## src/rtl/div_arbiter.sv

```systemverilog
// div_arbiter: round-robin two-requester front end for a shared divider; define DIV_ZERO_BYPASS_EN for divide-by-zero bypass
module div_arbiter (
  input  logic        clk,
  input  logic        reset_n,
  input  logic        REQ0_VALID,
  input  logic        REQ1_VALID,
  input  logic [31:0] REQ0_OP1,
  input  logic [31:0] REQ0_OP2,
  input  logic [31:0] REQ1_OP1,
  input  logic [31:0] REQ1_OP2,
  input  logic [1:0]  REQ0_CMD,
  input  logic [1:0]  REQ1_CMD,
  output logic        REQ0_ACCEPT,
  output logic        REQ1_ACCEPT,
  output logic        RES0_VALID,
  output logic        RES1_VALID,
  output logic [31:0] RES_DATA,
  input  logic        RES0_POP,
  input  logic        RES1_POP,
  input  logic        FLUSH,
  output logic        START_DIV,
  output logic [31:0] DIV_OP1,
  output logic [31:0] DIV_OP2,
  output logic [1:0]  DIV_CMD,
  input  logic        BUSY_DIV,
  input  logic        DONE_DIV,
  input  logic [31:0] RES_DIV
);
  typedef enum logic [2:0] {IDLE, START, WAIT, HOLD, DRAIN} state_t;
  state_t state, state_nxt;
  logic ptr, owner, win, take, pop, bypass;
  assign win  = REQ1_VALID & (~REQ0_VALID | ptr);
  assign take = (state == IDLE) & ~FLUSH & (REQ0_VALID | REQ1_VALID);
  assign pop  = owner ? RES1_POP : RES0_POP;
`ifdef DIV_ZERO_BYPASS_EN
  assign bypass = (DIV_OP2 == '0);
`else
  assign bypass = 1'b0;
`endif
  always_ff @(posedge clk)
    state <= !reset_n ? IDLE : state_nxt;
  // a flush landing on the DONE cycle has nothing left to drain
  always_comb begin
    state_nxt = state;
    case (state)
      IDLE:    state_nxt = take ? START : IDLE;
      START:   state_nxt = FLUSH ? IDLE : bypass ? HOLD : BUSY_DIV ? START : WAIT;
      WAIT:    state_nxt = FLUSH ? (DONE_DIV ? IDLE : DRAIN) : DONE_DIV ? HOLD : WAIT;
      HOLD:    state_nxt = (FLUSH | pop) ? IDLE : HOLD;
      DRAIN:   state_nxt = DONE_DIV ? IDLE : DRAIN;
      default: state_nxt = IDLE;
    endcase
  end
  always_comb begin
    REQ0_ACCEPT = reset_n & take & ~win;
    REQ1_ACCEPT = reset_n & take & win;
    START_DIV   = reset_n & (state == START) & ~FLUSH & ~bypass & ~BUSY_DIV;
    RES0_VALID  = (state == HOLD) & ~owner;
    RES1_VALID  = (state == HOLD) & owner;
  end
  always_ff @(posedge clk) begin
    if (!reset_n) begin
      ptr      <= 1'b0;
      owner    <= 1'b0;
      DIV_OP1  <= '0;
      DIV_OP2  <= '0;
      DIV_CMD  <= '0;
      RES_DATA <= '0;
    end else begin
      if (take) begin
        ptr     <= ~win;
        owner   <= win;
        DIV_OP1 <= win ? REQ1_OP1 : REQ0_OP1;
        DIV_OP2 <= win ? REQ1_OP2 : REQ0_OP2;
        DIV_CMD <= win ? REQ1_CMD : REQ0_CMD;
      end
      if (state == START && bypass && !FLUSH)
        RES_DATA <= DIV_CMD[1] ? DIV_OP1 : '1;
      else if (state == WAIT && DONE_DIV && !FLUSH)
        RES_DATA <= RES_DIV;
    end
  end
endmodule
```

## config.mk

```make
export PLATFORM = sky130hd
export DESIGN_NAME = div_arbiter
export DESIGN_NICKNAME = d
export VERILOG_FILES = /design/src/rtl/div_arbiter.sv
export SDC_FILE = /design/constraint.sdc
export NUM_CORES = 1
export LEC_CHECK = 0
export ABC_AREA = 0
export CAP_MARGIN = 0
export CORE_MARGIN = 8
export CORE_UTILIZATION = 42
export CTS_CLUSTER_SIZE = 12
export DETAILED_ROUTE_END_ITERATION = 7
export GPL_TIMING_DRIVEN = 0
export PLACE_DENSITY = 0.86
export SETUP_SLACK_MARGIN = 0.05
export SLEW_MARGIN = 40
export SYNTH_ARGS = -nofsm -noshare
export SYNTH_HDL_FRONTEND = slang
export SYNTH_SLANG_ARGS = --single-unit
```

## constraint.sdc

```tcl
create_clock -name clk -period 5.4 [get_ports clk]
set_input_delay 1.08 -clock clk [delete_from_list [all_inputs] [get_ports clk]]
set_output_delay 1.08 -clock clk [all_outputs]
set_load 0.005 [all_outputs]
```

==> flow_summary.toml, run 1 <==
[global_routing]
antenna_found_initial = 0
first_global_vias = 5900
grt_pass1_wl_um = 32600
overflow = 0
grt_usage_pct = 25.5
grt_max_degree = 17

[cts]
cts_tree = "yes"
cts.sinks = 103
postCtsSetupBuffers = 0
cts_buffers = 9
clk_pin_slew_ps = 70
holdBufCountCts = 0
ctsResizeCount = 0
htreeDepth = 3
insertion_delay_ps = 350
cts-root-buf = "clkbuf_16"
clockBufferDepth = 2

[floorplanning]
fp.dieArea_um2 = 15700
row_count = 40
ios = 276
die_y_um = 125
dieWidth_um = 125
start_util_pct = 42.4
placeableCoreArea_um2 = 11900

[critical_path]
critPathRequiredTime_ps = 4320
reg2reg_slack_ps = 3350
end_kind = "primary output"
slowest_delay_ps = 560
critPathLaunchType = "input pin"
rr_worst_depth = 6
timing.rr.end = "DIV_OP2[17]"
crit_slowest_cell = "clkdlybuf4s50_1"
startpoint = "REQ0_VALID"
worstSetupPathType = "input pin to primary output"
cp.arrival_ps = 3540
cp_cell_sequence = "clkdlybuf4s50_1 -> nand2b_1 -> buf_2 -> clkbuf_1 -> clkbuf_1 -> nand2_1 -> nor3_1 -> clkdlybuf4s50_1"
crit_path_end = "REQ1_ACCEPT"
cp_max_fo = 10
r2r_start = "ptr"

[sta]
max_freq_mhz = 216
fin_ws_ps = 780
relSlewSlack_pct = 45.9
fin_tns_setup_ps = 0
rsz0062_at_grt = "no"
period_share_pct = 85.6
clock_skew_ps = 6.93
period_minus_slack_ps = 4620
maxSlewViolCount = 0
worst_pin_slew_ps = 806
finalHoldViolCount = 0
setup_viol = 0

[placement]
dp_slack_ps = 822
port_buffers = 273
dpl.hpwl_um = 16200
gp_congestion = 0.882
dpl_cell_area_um2 = 7950

[synthesis]
syn-cell-area_um2 = 5030
ys_types = 33
synth_top_area_share_pct = 41.0
yosys-top-cells-area = "dfxtp_1, o221a_1, a311o_1"
ys_seq_area_share_pct = 41.0
yosysWarnings = 0
syn_inst = 506
synth-seq-cells = 103
syn-num-nets = 679
syn_area_per_cell_um2 = 9.94
synth_top_area_cell = "dfxtp_1"

[route]
drcViolationCount = 0
drtIter0Drc = 619
avgViaCountPerCell = 6.08
dr.pass1.iters = 5
drt-total-wl_um = 21000
via_count = 5723
ant_nets = 0
avgRoutedWirePerCell_um = 22.3

[worst_hold_path]
min_path_type = "flop to flop"

[final_layout]
multi_input_area_um2 = 2590
final_area_um2 = 8250
seq_area_um2 = 2060
fillCellCount = 905
layout-area-overhead-vs-synth_pct = 63.9
nets = 963
antennaDiodeCount = 0
drive_above_1_share_pct = 4.78
utilization_pct = 69.5

[flow_run]
max_cap_viol_count = 0

[power_and_ir_drop]
p_leak_nw = 2.78
power_mw = 1.99
power_density_nw_per_um2 = 241
peakVddDrop_uv = 141

[status]
status = "completed"
-- cells in the final DEF (no fill, tap or decap), types with 2 or more instances in the layout --
master and count:
a21boi_0 66, a21oi_1 33, a311o_1 66, buf_2 7
buf_4 4, buf_6 8, clkbuf_1 58, clkbuf_16 9
clkdlybuf4s50_1 273, clkinv_2 2, clkinv_4 2, dfxtp_1 103
nand2_1 3, nand2b_1 2, nand3_1 33, nand3b_1 3
nor3_1 3, nor3b_1 2, o21ai_0 33, o221a_1 66
-- critical path, delay by kind of cell --
| family | cells | cell delay [ps] |
|---|---|---|
| simple gates | 3 | 400 |
| buf+inv | 5 | 2060 |
-- sequential cells by signal, summed over array words and instances, names as in the netlist --
signal	count
ptr	1
DIV_OP1	32
RES_DATA	32
state	3
DIV_OP2	32
owner	1
DIV_CMD	2
-- worst min path at each step --
stage | start | endpoint | slack, ps | cells past startpoint
floorplan | ptr | ptr | 460 | 1
global placement | RES_DATA[26] | RES_DATA[26] | 460 | 2
detailed placement | RES_DATA[1] | RES_DATA[1] | 470 | 2
CTS | RES_DATA[1] | RES_DATA[1] | 480 | 2
global route | RES_DATA[9] | RES_DATA[9] | 490 | 2
finish | RES_DATA[1] | RES_DATA[1] | 480 | 2
-- Yosys cell counts (all sizes together) --
cell type	number
a21boi	66
a41oi	1
or2	1
nor2	2
nor2b	1
a311o	66
nand3	33
mux2i	1
o21bai	1
o22ai	1
dfxtp	103
a2111oi	1
a21oi	33
o211a	1
nand2	3
o21ai	33
and3	1
nor3	3
clkinv	1
clkbuf	57
and2	1
nand2b	2
o221a	66
nand4b	1
nand3b	3
buf	20
nor3b	2
or3	2
-- power breakdown --
part           switching (mW)  total (mW)  internal, mW
Sequential             0.0286       0.834         0.806
Combinational           0.196       0.482         0.286
Clock                   0.296       0.669         0.373
Total                   0.521        1.99          1.46
-- final cells by class --
type,count,area share (%)
timing repair buffer,273,33.1
multi-input combinational,325,31.4
sequential,103,25.0
buffer,77,4.52
clock buffer,11,2.94
tap,147,2.23
clock inverter,5,0.698
inverter,1,0.0455
-- logic make-up after synthesis --
family | Yosys count | synth area share, %
simple gates | 55 | 6.12
buf+inv | 78 | 7.49
flops | 103 | 41.0
compound gates | 269 | 45.2
mux | 1 | 0.199
-- metal layers --
metal / GRT usage (%) / wire, µm
met1: 29.3 / 8340
met2: 42.7 / 9920
met3: 9.43 / 2230
met4: 9.10 / 553
met5: 0 / 0
-- metrics by stage --
stage | std cells | hold slack [ps]
after floorplan | 506 | 463
after global placement | 926 | 461
after detailed placement | 926 | 469
after CTS | 942 | 476
after global routing | 942 | 491
final | 942 | 476
(Power assumes the default switching activity.)
==> run 2: changes to the inputs <==
--- a/config.mk
+++ b/config.mk
@@ -8,11 +8,11 @@
 export ABC_AREA = 0
 export CAP_MARGIN = 0
 export CORE_MARGIN = 8
-export CORE_UTILIZATION = 42
+export CORE_UTILIZATION = 35
 export CTS_CLUSTER_SIZE = 12
 export DETAILED_ROUTE_END_ITERATION = 7
 export GPL_TIMING_DRIVEN = 0
-export PLACE_DENSITY = 0.86
+export PLACE_DENSITY = 0.77
 export SETUP_SLACK_MARGIN = 0.05
 export SLEW_MARGIN = 40
 export SYNTH_ARGS = -nofsm -noshare
==> constraint.sdc (replaced) <==
create_clock -name clk -period 4.25 [get_ports clk]
set_input_delay 0.85 -clock clk [delete_from_list [all_inputs] [get_ports clk]]
set_output_delay 0.85 -clock clk [all_outputs]
set_load 0.005 [all_outputs]
==> flow_summary.toml, run 2 (synthesis gave the netlist of run 1 again) <==
[final_layout]
utilization_pct = 57.8
antennaDiodeCount = 0
drive_above_1_share_pct = 4.91
layout-area-overhead-vs-synth_pct = 64.5
fillCellCount = 1248
final_area_um2 = 8270
top_regs = "DIV_OP1 (32), DIV_OP2 (32), RES_DATA (32)"
layout_common_cells = "clkdlybuf4s50_1, dfxtp_1, a21boi_0, a311o_1, o221a_1"
layoutNonFillerInstCount = 978
nets = 962
layout_commonest_cell = "clkdlybuf4s50_1"

[route]
avgRoutedWirePerCell_um = 21.7
drcViolationCount = 0
via_count = 5611
ant_nets = 0
drt-total-wl_um = 21200
dr.pass1.iters = 5
drtIter0Drc = 304
avgViaCountPerCell = 5.74

[global_routing]
grt_pass1_wl_um = 32300
first_global_vias = 5939
grt_usage_pct = 22.1
overflow = 0
grt_max_degree = 18
antenna_found_initial = 0

[critical_path]
crit_slowest_cell = "clkdlybuf4s50_1"
critical-path-top-delay-family = "buffers and inverters"
critPathLaunchType = "input pin"
worstSetupPathType = "input pin to primary output"
slowest_delay_ps = 550
startpoint = "FLUSH"
path_buf_inv = 5
cp_cell_sequence = "clkdlybuf4s50_1 -> or3_4 -> buf_6 -> nor2_4 -> buf_4 -> buf_4 -> and3_1 -> clkdlybuf4s50_1"
end_kind = "primary output"
cp_max_fo = 10
critPathRequiredTime_ps = 3400
cp.arrival_ps = 3210
r2r_start = "state[0]"

[cts]
holdBufCountCts = 0
clockBufferDepth = 2
cts_buffers = 9
ctsResizeCount = 0
cts.sinks = 103
postCtsSetupBuffers = 0
clk_pin_slew_ps = 70
insertion_delay_ps = 350
htreeDepth = 3
cts-root-buf = "clkbuf_16"
cts_tree = "yes"

[sta]
period_minus_slack_ps = 4060
setup_viol = 0
relSlewSlack_pct = 47.1
period_share_pct = 95.6
rsz0062_at_grt = "no"
worst_pin_slew_ps = 788
clock_skew_ps = 5.33
finalHoldViolCount = 0
max_freq_mhz = 246
maxSlewViolCount = 0

[worst_hold_path]
min_path_type = "flop to flop"
min_from = "RES_DATA[20]"

[floorplanning]
fp.dieArea_um2 = 18500
ios = 276
row_count = 44
start_util_pct = 35.1
die_y_um = 136
dieWidth_um = 136
placeableCoreArea_um2 = 14300

[power_and_ir_drop]
p_leak_nw = 2.77
power_density_nw_per_um2 = 300
peakVddDrop_uv = 162
power_mw = 2.48

[placement]
gp_congestion = 0.900
port_buffers = 273
dpl.hpwl_um = 16400
dp.cells = 963
dpl_cell_area_um2 = 7990

[status]
status = "completed"

[flow_run]
max_cap_viol_count = 0
## run 2: cell count changes in the layout (fill, tap and decap cells not counted)
cell        change
clkinv_2        +1
clkbuf_1        -2
clkinv_4        -2
clkbuf_8        +1
clkinvlp_4      +1
bufinv_16       -1
inv_6           +1
## run 2: cell type report
| class | count | area (µm²) | share of cell area [%] |
|---|---|---|---|
| Clock buffer | 11 | 253 | 3.05 |
| Sequential cell | 103 | 2060 | 24.9 |
| Tap cell | 184 | 230 | 2.78 |
| Inverter | 1 | 3.75 | 0.0454 |
| Clock inverter | 5 | 31.3 | 0.378 |
| Multi-Input combinational cell | 325 | 2590 | 31.3 |
| Buffer | 76 | 369 | 4.46 |
| Timing Repair Buffer | 273 | 2730 | 33.0 |
## run 2: where the power goes
part           internal [mW]  switching [mW]  total, mW
logic                  0.363           0.246      0.609
clock network          0.429           0.385      0.815
registers               1.02          0.0368       1.06
## run 2: metal layers
layer,wire length [µm],up-vias,GRT usage [%]
met4,549,0,8.54
met5,0,-,0
li1,-,2627,-
met3,2340,35,8.24
met2,9980,283,37.0
met1,8350,2666,25.0
## run 2: final timing paths
kind                       end  slack, ps  cells past startpoint
setup / recovery   REQ0_ACCEPT        190                      8
hold / removal    RES_DATA[20]        480                      2
setup reg to reg  RES_DATA[21]       2400                      4
hold reg to reg   RES_DATA[20]        480                      2
## run 2: metrics by stage
stage	TNS, ps	setup slack [ps]	hold slack, ps
final	0	186	480
after global routing	0	99.3	506
after detailed placement	-33.9	-33.9	468
after floorplan	0	1480	463
after CTS	0	193	478
after global placement	-29.9	-29.9	460
## run 2: worst reg2reg max path: cells and delay by family, from the launching register on
| family | cells | cell delay, ps |
|---|---|---|
| simple gates | 2 | 840 |
| buf+inv | 1 | 400 |
| flops | 1 | 370 |
| compound gates | 1 | 160 |
==> run 3: changes to the inputs <==
--- a/config.mk
+++ b/config.mk
@@ -8,11 +8,11 @@
 export ABC_AREA = 0
 export CAP_MARGIN = 0
 export CORE_MARGIN = 8
-export CORE_UTILIZATION = 35
+export CORE_UTILIZATION = 39
 export CTS_CLUSTER_SIZE = 12
 export DETAILED_ROUTE_END_ITERATION = 7
 export GPL_TIMING_DRIVEN = 0
-export PLACE_DENSITY = 0.77
+export PLACE_DENSITY = 0.93
 export SETUP_SLACK_MARGIN = 0.05
 export SLEW_MARGIN = 40
 export SYNTH_ARGS = -nofsm -noshare
==> constraint.sdc (replaced) <==
create_clock -name clk -period 4.3 [get_ports clk]
set_input_delay 0.86 -clock clk [delete_from_list [all_inputs] [get_ports clk]]
set_output_delay 0.86 -clock clk [all_outputs]
set_load 0.005 [all_outputs]
==> flow_summary.toml, run 3 (synthesis gave the netlist of run 1 again) <==
[cts]
cts_tree = "yes"
cts.sinks = 103
insertion_delay_ps = 350
ctsResizeCount = 0
htreeDepth = 3
clk_pin_slew_ps = 70
postCtsSetupBuffers = 0
cts_buffers = 9
cts-root-buf = "clkbuf_16"
holdBufCountCts = 0
clockBufferDepth = 2

[global_routing]
grt_usage_pct = 24.6
antenna_found_initial = 0
first_global_vias = 5873
overflow = 0
grt_max_degree = 18
grt_pass1_wl_um = 32400

[status]
status = "completed"

[floorplanning]
ios = 276
start_util_pct = 39.9
die_y_um = 130
fp.dieArea_um2 = 16800
placeableCoreArea_um2 = 12600
dieWidth_um = 130
row_count = 41

[final_layout]
top_regs = "DIV_OP1 (32), DIV_OP2 (32), RES_DATA (32)"
final_area_um2 = 8310
antennaDiodeCount = 0
seq_area_um2 = 2060
drive_above_1_share_pct = 4.79
layoutNonFillerInstCount = 966
layout-area-overhead-vs-synth_pct = 65.1
layout_commonest_cell = "clkdlybuf4s50_1"
nets = 962
layout_common_cells = "clkdlybuf4s50_1, dfxtp_1, a21boi_0, a311o_1, o221a_1"
multi_input_area_um2 = 2590
fillCellCount = 1022

[critical_path]
end_kind = "primary output"
cp.arrival_ps = 3230
critPathRequiredTime_ps = 3440
critPathLaunchType = "input pin"
worstSetupPathType = "input pin to primary output"
cp_max_fo = 10

[sta]
relSlewSlack_pct = 44.7
max_freq_mhz = 244
clock_skew_ps = 7.38
period_minus_slack_ps = 4090
fin_ws_ps = 205
setup_viol = 0
period_share_pct = 95.2
maxSlewViolCount = 0
finalHoldViolCount = 0
rsz0062_at_grt = "no"
worst_pin_slew_ps = 824

[placement]
dp.cells = 951
dp_slack_ps = -51.0
dpl.hpwl_um = 16400
gp_congestion = 0.835
dpl_cell_area_um2 = 7980
port_buffers = 273

[route]
avgViaCountPerCell = 5.87
wl_met1_um = 8160
highest_layer = "met4"
drcViolationCount = 0
avgRoutedWirePerCell_um = 22.4
via_count = 5666
ant_nets = 0
route.met2.wl_um = 10300
drtIter0Drc = 367
dr_wl_met3_um = 2470
drt-total-wl_um = 21700
dr.pass1.iters = 5

[power_and_ir_drop]
power_density_nw_per_um2 = 311
peakVddDrop_uv = 199
p_leak_nw = 2.79

[worst_hold_path]
min_path_type = "flop to flop"

[flow_run]
max_cap_viol_count = 0
## run 3: area by class of cell
class / instances / share of cell area, %
Inverter: 1 / 0.0452
Sequential cell: 103 / 24.8
Buffer: 76 / 4.44
Clock inverter: 4 / 0.919
Tap cell: 172 / 2.59
Multi-Input combinational cell: 325 / 31.2
Clock buffer: 12 / 3.09
Timing Repair Buffer: 273 / 32.9
## run 3: path summary, 6_finish.rpt
path | startpoint | end | slack, ps | cells past startpoint
worst max-delay path | FLUSH | REQ0_ACCEPT | 210 | 8
worst min register to register | RES_DATA[27] | RES_DATA[27] | 480 | 2
worst max register to register | state[0] | RES_DATA[25] | 2390 | 4
worst min-delay path | RES_DATA[27] | RES_DATA[27] | 480 | 2
## run 3: per-layer routing
layer	up-vias	GRT usage, %
met3	43	8.83
li1	2623	-
met5	-	0
met4	0	11.6
met1	2688	26.9
met2	312	41.8
## run 3: metrics by stage
step                      utilization (%)  total power [mW]  setup TNS (ps)  hold slack, ps
after floorplan                         -              1.31               0             463
after global placement               63.2              1.66            -109             460
after detailed placement             63.2              1.67           -51.0             469
after CTS                            65.8              2.59               0             477
after global routing                 65.8              2.67               0             491
final                                65.8              2.58               0             477
## run 3: critical path: stages
cell and delay, ps:
clkdlybuf4s50_1 470, or3_4 360, buf_6 180, nor2_4 190, buf_4 240, buf_4 200
and3_1 200, clkdlybuf4s50_1 530
## run 3: report_power, final
group / internal, mW / total (mW) / switching (mW)
logic: 0.358 / 0.604 / 0.246
clock network: 0.545 / 0.930 / 0.385
registers: 1.01 / 1.05 / 0.0346
